$ cat config.mk
export PLATFORM = sky130hd
export DESIGN_NAME = ip_sound_mixer
export DESIGN_NICKNAME = d
export VERILOG_FILES = /design/src/rtl/ip_sound_mixer_pkg.sv /design/src/rtl/ip_sound_level_meter.sv /design/src/rtl/ip_sound_mixer.sv
export SDC_FILE = /design/constraint.sdc
export NUM_CORES = 1
export LEC_CHECK = 0
export CAP_MARGIN = 5
export CORE_ASPECT_RATIO = 1.2
export CORE_MARGIN = 2
export CORE_UTILIZATION = 40
export DETAILED_ROUTE_END_ITERATION = 10
export DONT_BUFFER_PORTS = 1
export PLACE_DENSITY = 0.61
export SETUP_SLACK_MARGIN = 0.02
export SLEW_MARGIN = 25
export SYNTH_ARGS = -nofsm -noshare
export SYNTH_HDL_FRONTEND = slang
export SYNTH_HIERARCHICAL = 1
export SYNTH_SLANG_ARGS = --single-unit
$ cat constraint.sdc
create_clock -name clk -period 14 [get_ports clk]
set_input_delay 1.4 -clock clk [delete_from_list [all_inputs] [get_ports clk]]
set_output_delay 1.4 -clock clk [all_outputs]
set_load 0.005 [all_outputs]
$ cat src/rtl/ip_sound_mixer_pkg.sv
// Shared types and constants for the sound mixer: FSM states, volume reset value,
// gain shift and the index that selects the mute register.
package ip_sound_mixer_pkg;

   typedef enum logic [1:0] {
      ST_IDLE,
      ST_ACC,
      ST_SAT,
      ST_OUT
   } mix_state_t;

   localparam logic [3:0] VOL_RESET  = 4'd8;
   localparam int         GAIN_SHIFT = 3;
   localparam logic [3:0] MUTE_INDEX = 4'hF;

endpackage

$ cat src/rtl/ip_sound_level_meter.sv
// Peak-hold level meter with periodic decay; drives an active-low LED bar.
// Only instantiated by ip_sound_mixer when MIXER_LED_METER_EN is defined.
module ip_sound_level_meter #(
   parameter int OUT_W     = 16,
   parameter int LED_NUM   = 5,
   parameter int DECAY_CYC = 3579
) (
   input  logic                    clk,
   input  logic                    reset,
   input  logic                    mclk_pcen_n,
   input  logic                    sound_valid,
   input  logic signed [OUT_W-1:0] sound_out,
   output logic [LED_NUM-1:0]      n_led
);

   localparam int PK_W  = OUT_W - 1;
   localparam int CNT_W = (DECAY_CYC > 1) ? $clog2(DECAY_CYC) : 1;

   logic [PK_W-1:0]  peak_reg;
   logic [PK_W-1:0]  level;
   logic [CNT_W-1:0] decay_cnt_reg;
   logic             decay_hit;

   // Magnitude of the sample; the most negative code clamps to the positive maximum.
   always_comb begin
      level = sound_out[PK_W-1:0];
      if (sound_out[OUT_W-1]) begin
         if (sound_out[PK_W-1:0] == '0)
            level = '1;
         else
            level = ~sound_out[PK_W-1:0] + 1'b1;
      end
   end

   assign decay_hit = !mclk_pcen_n && (decay_cnt_reg == CNT_W'(DECAY_CYC - 1));

   always_ff @(posedge clk) begin
      if (reset) begin
         peak_reg      <= '0;
         decay_cnt_reg <= '0;
      end else begin
         if (!mclk_pcen_n)
            decay_cnt_reg <= decay_hit ? '0 : decay_cnt_reg + 1'b1;
         // A new sample takes priority over a coincident decay step.
         if (sound_valid) begin
            if (level > peak_reg)
               peak_reg <= level;
         end else if (decay_hit) begin
            peak_reg <= peak_reg - (peak_reg >> 4);
         end
      end
   end

   genvar gi;
   generate
      for (gi = 0; gi < LED_NUM; gi++) begin : g_led
         localparam logic [PK_W-1:0] THRESH = PK_W'(1) << (OUT_W - 1 - LED_NUM + gi);
         assign n_led[gi] = !(peak_reg >= THRESH);
      end
   endgenerate

endmodule

$ cat src/rtl/ip_sound_mixer.sv
// Multi-channel sound mixer with MSX I/O-port volume/mute control and saturation.
// Define MIXER_LED_METER_EN to build the peak level meter on n_led.
module ip_sound_mixer
   import ip_sound_mixer_pkg::*;
#(
   parameter int         CH_NUM    = 4,
   parameter int         IN_W      = 11,
   parameter int         OUT_W     = 16,
   parameter int         LED_NUM   = 5,
   parameter logic [7:0] IO_BASE   = 8'hDC,
   parameter int         DECAY_CYC = 3579
) (
   input  logic                     clk,
   input  logic                     reset,
   input  logic                     mclk_pcen_n,
   input  logic                     n_tiorq,
   input  logic                     n_twr,
   input  logic [7:0]               ta,
   input  logic [7:0]               wdata,
   input  logic [CH_NUM*IN_W-1:0]   ch_in,
   output logic signed [OUT_W-1:0]  sound_out,
   output logic                     sound_valid,
   output logic [LED_NUM-1:0]       n_led
);

   localparam int ACC_W = IN_W + 4 + $clog2(CH_NUM);
   localparam int IDX_W = $clog2(CH_NUM);
   localparam int CW    = ((ACC_W > OUT_W) ? ACC_W : OUT_W) + 1;
   localparam logic signed [CW-1:0] SAT_MAX = (CW'(1) << (OUT_W - 1)) - CW'(1);
   localparam logic signed [CW-1:0] SAT_MIN = -SAT_MAX - CW'(1);

   logic                    n_twr_prev_reg;
   logic                    wr_fire;
   logic [3:0]              index_reg;
   logic                    mute_reg;
   logic                    unused_wdata;
   logic signed [IN_W-1:0]  ch_arr     [CH_NUM];
   logic [3:0]              vol_arr    [CH_NUM];
   logic signed [IN_W-1:0]  ch_snap_reg[CH_NUM];
   logic [3:0]              vol_snap_reg[CH_NUM];
   logic                    mute_snap_reg;
   mix_state_t              state_reg;
   logic [IDX_W-1:0]        ch_cnt_reg;
   logic signed [ACC_W-1:0] acc_reg;
   logic signed [IN_W+4:0]  prod;
   logic signed [ACC_W-1:0] shifted;
   logic signed [CW-1:0]    shifted_ext;
   logic signed [OUT_W-1:0] sat_val;
   logic signed [OUT_W-1:0] sat_reg;
   logic signed [OUT_W-1:0] sound_out_reg;
   logic                    sound_valid_reg;

   // A write is recognised only on the falling edge of n_twr.
   assign wr_fire      = !n_twr && n_twr_prev_reg && !n_tiorq && (ta[7:1] == IO_BASE[7:1]);
   assign unused_wdata = ^wdata[7:4];

   always_ff @(posedge clk) begin
      if (reset) begin
         n_twr_prev_reg <= 1'b1;
         index_reg      <= '0;
         mute_reg       <= 1'b0;
      end else begin
         n_twr_prev_reg <= n_twr;
         if (wr_fire && !ta[0])
            index_reg <= wdata[3:0];
         if (wr_fire && ta[0] && index_reg == MUTE_INDEX)
            mute_reg <= wdata[0];
      end
   end

   genvar gi;
   generate
      for (gi = 0; gi < CH_NUM; gi++) begin : g_ch
         logic [3:0] vol_reg;
         assign ch_arr[gi]  = ch_in[gi*IN_W +: IN_W];
         assign vol_arr[gi] = vol_reg;
         always_ff @(posedge clk) begin
            if (reset)
               vol_reg <= VOL_RESET;
            else if (wr_fire && ta[0] && index_reg == 4'(gi))
               vol_reg <= wdata[3:0];
         end
      end
   endgenerate

   // Signed sample times unsigned 4-bit volume.
   assign prod = $signed({{5{ch_snap_reg[ch_cnt_reg][IN_W-1]}}, ch_snap_reg[ch_cnt_reg]})
               * $signed({{IN_W{1'b0}}, 1'b0, vol_snap_reg[ch_cnt_reg]});

   assign shifted     = acc_reg >>> GAIN_SHIFT;
   assign shifted_ext = CW'(shifted);

   always_comb begin
      if (shifted_ext > SAT_MAX)
         sat_val = {1'b0, {(OUT_W-1){1'b1}}};
      else if (shifted_ext < SAT_MIN)
         sat_val = {1'b1, {(OUT_W-1){1'b0}}};
      else
         sat_val = shifted_ext[OUT_W-1:0];
   end

   always_ff @(posedge clk) begin
      if (reset) begin
         state_reg       <= ST_IDLE;
         ch_cnt_reg      <= '0;
         acc_reg         <= '0;
         sat_reg         <= '0;
         mute_snap_reg   <= 1'b0;
         sound_out_reg   <= '0;
         sound_valid_reg <= 1'b0;
      end else begin
         sound_valid_reg <= 1'b0;
         unique case (state_reg)
            ST_IDLE: begin
               if (!mclk_pcen_n) begin
                  ch_snap_reg   <= ch_arr;
                  vol_snap_reg  <= vol_arr;
                  mute_snap_reg <= mute_reg;
                  acc_reg       <= '0;
                  ch_cnt_reg    <= '0;
                  state_reg     <= ST_ACC;
               end
            end
            ST_ACC: begin
               acc_reg    <= acc_reg + ACC_W'(prod);
               ch_cnt_reg <= ch_cnt_reg + 1'b1;
               if (ch_cnt_reg == IDX_W'(CH_NUM - 1))
                  state_reg <= ST_SAT;
            end
            ST_SAT: begin
               sat_reg   <= sat_val;
               state_reg <= ST_OUT;
            end
            ST_OUT: begin
               sound_out_reg   <= mute_snap_reg ? '0 : sat_reg;
               sound_valid_reg <= 1'b1;
               state_reg       <= ST_IDLE;
            end
            default: state_reg <= ST_IDLE;
         endcase
      end
   end

   assign sound_out   = sound_out_reg;
   assign sound_valid = sound_valid_reg;

`ifdef MIXER_LED_METER_EN
   ip_sound_level_meter #(
      .OUT_W     (OUT_W),
      .LED_NUM   (LED_NUM),
      .DECAY_CYC (DECAY_CYC)
   ) u_meter (
      .clk         (clk),
      .reset       (reset),
      .mclk_pcen_n (mclk_pcen_n),
      .sound_valid (sound_valid_reg),
      .sound_out   (sound_out_reg),
      .n_led       (n_led)
   );
`else
   assign n_led = '1;
`endif

endmodule

# Yosys cells after proc, flatten, opt, wreduce, memory -nomap -nowiden
# Index checks and enable logic that the tools add are counted.
# totals
reg_bits,137
latch_bits,0
mem_bits_rw,0
rom_bits,0
in_bits,65
out_inout_bits,22
elab_cells,79
n_memories,0
# classes
add_sub_neg,2
mul,1
div_mod_pow,0
magnitude_cmp,3
eq_ne,11
n_shift,0
n_mux,17
bitwise,3
n_reduce_logical,20
# ops
cell,n
two-way mux 16 bit,3
case mux 17 bit (2 select lines),1
binary-select mux 11 bit (select 2 bit),1
two-way mux 11 bit,2
adder 17 x 16 -> 17 bit,1
two-way mux 17 bit,1
> comparator 14 x 16 -> 1 bit (second input constant),1
less-than comparator 14 x 16 -> 1 bit (second input constant),1
multiplier 11 x 5 -> 16 bit,1
logical AND 1 bit,10
binary-select mux 4 bit (select 2 bit),1
equality test 4 x 2 -> 1 bit (second input constant),2
two-way mux 4 bit,2
case mux 2 bit (4 select lines),1
equality test 7 bit (second input constant),1
equality test 2 bit (second input constant),3
two-way mux 2 bit,3
AND reduction 2 bit,3
equality test 4 x 1 -> 1 bit (second input constant),1
equality test 4 bit (second input constant),1
logical NOT 4 bit,1
!= test 2 bit (second input constant),2
case mux 2 bit (2 select lines),1
>= comparator 3 bit (second input constant),1
other kinds (9),12

# Logic depth before layout (Yosys ltp)
# depth
depth_word,7
depth_mapped,18
depth_no_buf,15

# Least setup slack after synthesis
# Ideal clock, no wire load.
# synth_timing
path_type,input to register
startpoint,in reset
endpoint,"reg ch_snap_reg[0] in the netlist's numbering, enable pin"
setup_ns,0.484
arrival_ns,4.441
required_time_ns,13.516
path_slack_ns,9.075
stages,3
path_buffers,2
cell_sequence,clkbuf_1 > clkbuf_1 > nor2b_1
# synth_via
elab_chain_len,2
# synth_rtl
item,line_no,text
start: declaration,ip_sound_mixer.sv:14,"input logic reset,"
NOT 1 bit (no line),--,
AND reduction 3 bit (no line),--,
end signal: assignment,ip_sound_mixer.sv:116,ch_snap_reg <= ch_arr;
end: declaration,ip_sound_mixer.sv:39,logic signed [IN_W-1:0] ch_snap_reg[CH_NUM];
# Every way passes these cells.
# A chain may end at the register's enable or synchronous reset.

# Worst setup path in the final report
# layout_timing
startpoint,reg ch_cnt_reg[1]
endpoint,reg acc_reg[9]
# layout_via
elab_chain_len,7
word_cells_on_any_way,10
classes_between,1 x add/sub; 1 x mul; 7 x mux; 1 x bitwise
# layout_rtl
item,line_no,text
start: declaration,ip_sound_mixer.sv:43,logic [IDX_W-1:0] ch_cnt_reg;
start signal: assignment,ip_sound_mixer.sv:126,ch_cnt_reg <= ch_cnt_reg + 1'b1;
NOT 2 -> 3 bit (not written as such) (*),"ip_sound_mixer.sv:87, ip_sound_mixer.sv:88",
binary-select mux 11 bit (select 2 bit) / binary-select mux 4 bit (select 2 bit) (equally long branches),"ip_sound_mixer.sv:87, ip_sound_mixer.sv:88",
two-way mux 11 bit (not written as such) / two-way mux 4 bit (equally long branches) (2 in series),"ip_sound_mixer.sv:87, ip_sound_mixer.sv:88",
multiplier 11 x 5 -> 16 bit (*),ip_sound_mixer.sv:88,"* $signed({{IN_W{1'b0}}, 1'b0, vol_snap_reg[ch_cnt_reg]});"
adder 17 x 16 -> 17 bit (*),ip_sound_mixer.sv:125,acc_reg <= acc_reg + ACC_W'(prod);
case mux 17 bit (2 select lines) (*),ip_sound_mixer.sv:113,unique case (state_reg)
end signal: assignment,ip_sound_mixer.sv:125,
end: declaration,ip_sound_mixer.sv:44,logic signed [ACC_W-1:0] acc_reg;
# Mark *: on every way between the ends. The rest lies on a longest branch, timed or not. The select of a mux whose other input is x is not followed.

==> impl_metrics.py <==
metrics = {
    "power": {
        "pwr-share-comb_pct": 54.0,
        "p_leak_nw": 3.227,
        "p_int_mw": 1.171,
        "clockPowerShare_pct": 22.3,
        "swShare_pct": 41.69,
        "power_switching_mw": 0.8373,
        "power_density_nw_per_um2": 249.7,
        "peakVddDrop_mv": 0.1100,
        "p_seq_share_pct": 23.6,
    },
    "hold_path": {
        "holdPathStages": 0,
        "holdCritStartpoint": "g_ch[2].vol_reg[2]",
        "hold_end": "vol_snap_reg[6]",
        "hold_path.class": "register to register",
    },
    "floorplanning": {
        "fp.dieW_microns": 127.1,
        "placementRows": 54,
        "io_pins": 87,
        "initial_core_util_pct": 40.46,
        "core_area_sq_um": 17970,
        "die-area_sq_um": 19280,
        "die_h_microns": 151.7,
    },
    "clock_network": {
        "root_buffer": "clkbuf_16",
        "cts_tree": "built",
        "post_cts_buffers": 0,
        "insertion_delay_ns": 0.42,
        "cts_sinks": 135,
        "hold_buffers": 0,
        "cts_resized": 0,
        "h-tree-depth": 4,
        "cts_buffer_depth": 2,
        "clkTransAtPathRegs_ns": 0.06,
        "numCtsBuffers": 17,
    },
    "grt": {
        "grt_antenna_before_repair": 0,
        "grt_pass1_wl_microns": 22230,
        "grt_pass1_vias": 4533,
        "use_met1_pct": 15.82,
        "use_met3_pct": 3.090,
        "grt_max_degree": 74,
        "track_usage_pct": 14.81,
        "gr-total-overflow": 0,
        "busiest_layer": "met2",
        "grt_use_met2_pct": 27.77,
    },
    "logic_synthesis": {
        "syn_avg_cell_area_sq_um": 11.31,
        "synth-edff-count": 60,
        "yosysWarnings": 6,
        "synth_ff_type": "dfxtp_1",
        "netlist_area_sq_um": 7271,
        "ys_async_sr_fraction_pct": 0,
        "synth.area.top_cells": "edfxtp_1 (25%), dfxtp_1 (21%), fa_1 (11%), ha_1 (6.7%), mux4_2 (4.6%)",
        "syn_inst": 643,
        "synth_top_area_share_pct": 24.78,
        "synth_seq_cells": 135,
        "synth.distinct_cells": 49,
        "yosysTopAreaCell": "edfxtp_1",
        "seq_area_frac_synth_pct": 45.43,
    },
    "layout": {
        "nets": 778,
        "final_cell_mix": "dfxtp_1 (75), inv_1 (72), edfxtp_1 (60)",
        "largest_reg_flops": 44,
        "drive_gt1_share_pct": 8.642,
        "final_core_util_pct": 44.75,
        "diodes": 0,
        "layout_commonest_cell": "dfxtp_1",
        "syn2layout_area_growth_pct": 10.62,
    },
    "outcome": {
        "outcome": "finished, final reports clean",
    },
    "placed_design": {
        "io_buffer_count": 0,
        "place.gp.congestion": 0.8803,
        "dp_hpwl_microns": 9946,
    },
    "critical_path": {
        "startpoint_type": "register",
        "regToRegEndpoint": "acc_reg[9]",
        "r2r_slack_ns": 8.77,
        "reg2regPathDepth": 14,
        "cp.required_ns": 14.31,
        "critPathCaptureType": "register",
        "crit_fanout": 17,
        "worstPathCellList": "mux4_2 > and2_1 > fa_1 > fa_1 > inv_1 > fa_1 > inv_1 > ha_1 > a21o_1 > a31o_1 > o21a_1 > o21a_1 > or3_1 > a32o_1",
        "cp_common_cell": "fa_1",
        "slowest_stage": "dfxtp_1",
        "critPathKind": "register to register",
        "cpPeakStageDelay_ns": 0.94,
        "cp_data_arrival_time_ns": 5.54,
        "r2r_start": "ch_cnt_reg[1]",
    },
    "timing": {
        "final_hold_viol_count": 0,
        "rsz0062_at_grt": "no",
        "tightest_slew_ns": 0.9421,
        "fmax_ghz": 0.1910,
        "max-slew-margin-rel_pct": 37.11,
        "finalMaxSlewViolations": 0,
        "fin_crit_sh_pct": 37.39,
        "setup_viol": 0,
        "skew_ns": 0.01201,
        "fin_crit_ns": 5.235,
        "tns_ns": 0,
    },
    "detailed_routing": {
        "antenna_left": 0,
        "viasPerCell": 5.081,
        "vias": 4431,
        "wl_microns": 13470,
        "post_drt_wl_per_cell_microns": 15.44,
        "drt_iter0_drc": 187,
        "drtPass1Iterations": 4,
        "drc": 0,
    },
    "flow_run": {
        "maxCapViolCount": 0,
    },
}
[cell type report]
cell class                      count  area (sq um)
Sequential cell                   135          3303
Multi-Input combinational cell    406          3566
Clock buffer                       17         425.4
Timing Repair Buffer                3         22.52
Tap cell                          224         280.3
Clock inverter                     15         175.2
Fill cell                        1658          9930
Inverter                           72         270.3
[worst max-delay path, delay by kind of cell (launching register included)]
kind | cells | cell delay, ns
mux | 1 | 0.56
buf+inv | 2 | 0.10
compound gates | 5 | 1.10
flops | 1 | 0.94
simple gates | 2 | 0.54
fa+ha+maj | 4 | 1.89
[power groups by stage]
| stage | Sequential, mW | Combinational [mW] | Clock, mW |
|---|---|---|---|
| 5_1_grt | 0.479 | 1.24 | 0.475 |
| 2_1_floorplan | 0.477 | 0.878 | 0 |
| 3_5_place_dp | 0.485 | 1.09 | 0 |
| 3_3_place_gp | 0.483 | 1.06 | 0 |
| 6_report | 0.475 | 1.09 | 0.449 |
| 4_1_cts | 0.476 | 1.10 | 0.460 |
[cell families after synthesis]
family | synth area share [%]
AOI/OAI and AO/OA | 6.849
buffers and inverters | 5.834
DFF | 45.43
other | 0.05158
and+or+nand+nor | 13.63
muxes | 9.189
adders and majority gates | 17.45
xor gates and xnor gates | 1.566
[cell usage after synthesis (all sizes together) (2+ instances only)]
master	instances
dfxtp	75
o31ai	2
mux4	15
nor3	8
buf	11
a21o	3
a32o	2
nor2	53
and3	2
xor2	4
fa	39
nand2b	20
nand3b	14
a221oi	2
a21oi	36
nand4	2
nand2	22
xnor2	9
and4b	2
and2	41
nand3	6
o21a	5
inv	72
a22oi	9
o21ai	12
nor2b	9
clkbuf	23
ha	39
edfxtp	60
mux2i	33
[how the worst max path moves through the flow]
stage,startpoint,to,cells after the start
4_1_cts,ch_cnt_reg[1],acc_reg[9],14
3_5_place_dp,ch_cnt_reg[1],acc_reg[9],14
2_1_floorplan,reset,ch_snap_reg[0],3
5_1_grt,ch_cnt_reg[1],acc_reg[16],13
6_report,ch_cnt_reg[1],acc_reg[9],14
3_3_place_gp,ch_cnt_reg[1],acc_reg[9],14
[routing by layer]
metal / routed length [microns] / vias to the layer above
met2: 7486 / 63
met1: 5372 / 2198
met5: 0 / -
li1: - / 2156
met3: 312 / 14
met4: 293 / 0
[metrics by stage]
stage	power, mW	area (sq um)	setup WS (ns)	hold WS, ns	cells
after global routing	2.193	8043	8.458	0.4352	872
after detailed placement	1.578	7442	8.751	0.4148	840
after floorplan	1.355	7286	9.075	0.4076	647
final	2.008	8043	8.765	0.4256	872
after CTS	2.038	8043	8.706	0.4302	872
after global placement	1.545	7442	8.888	0.4151	840
No activity file was read; power rests on OpenSTA's default activity.
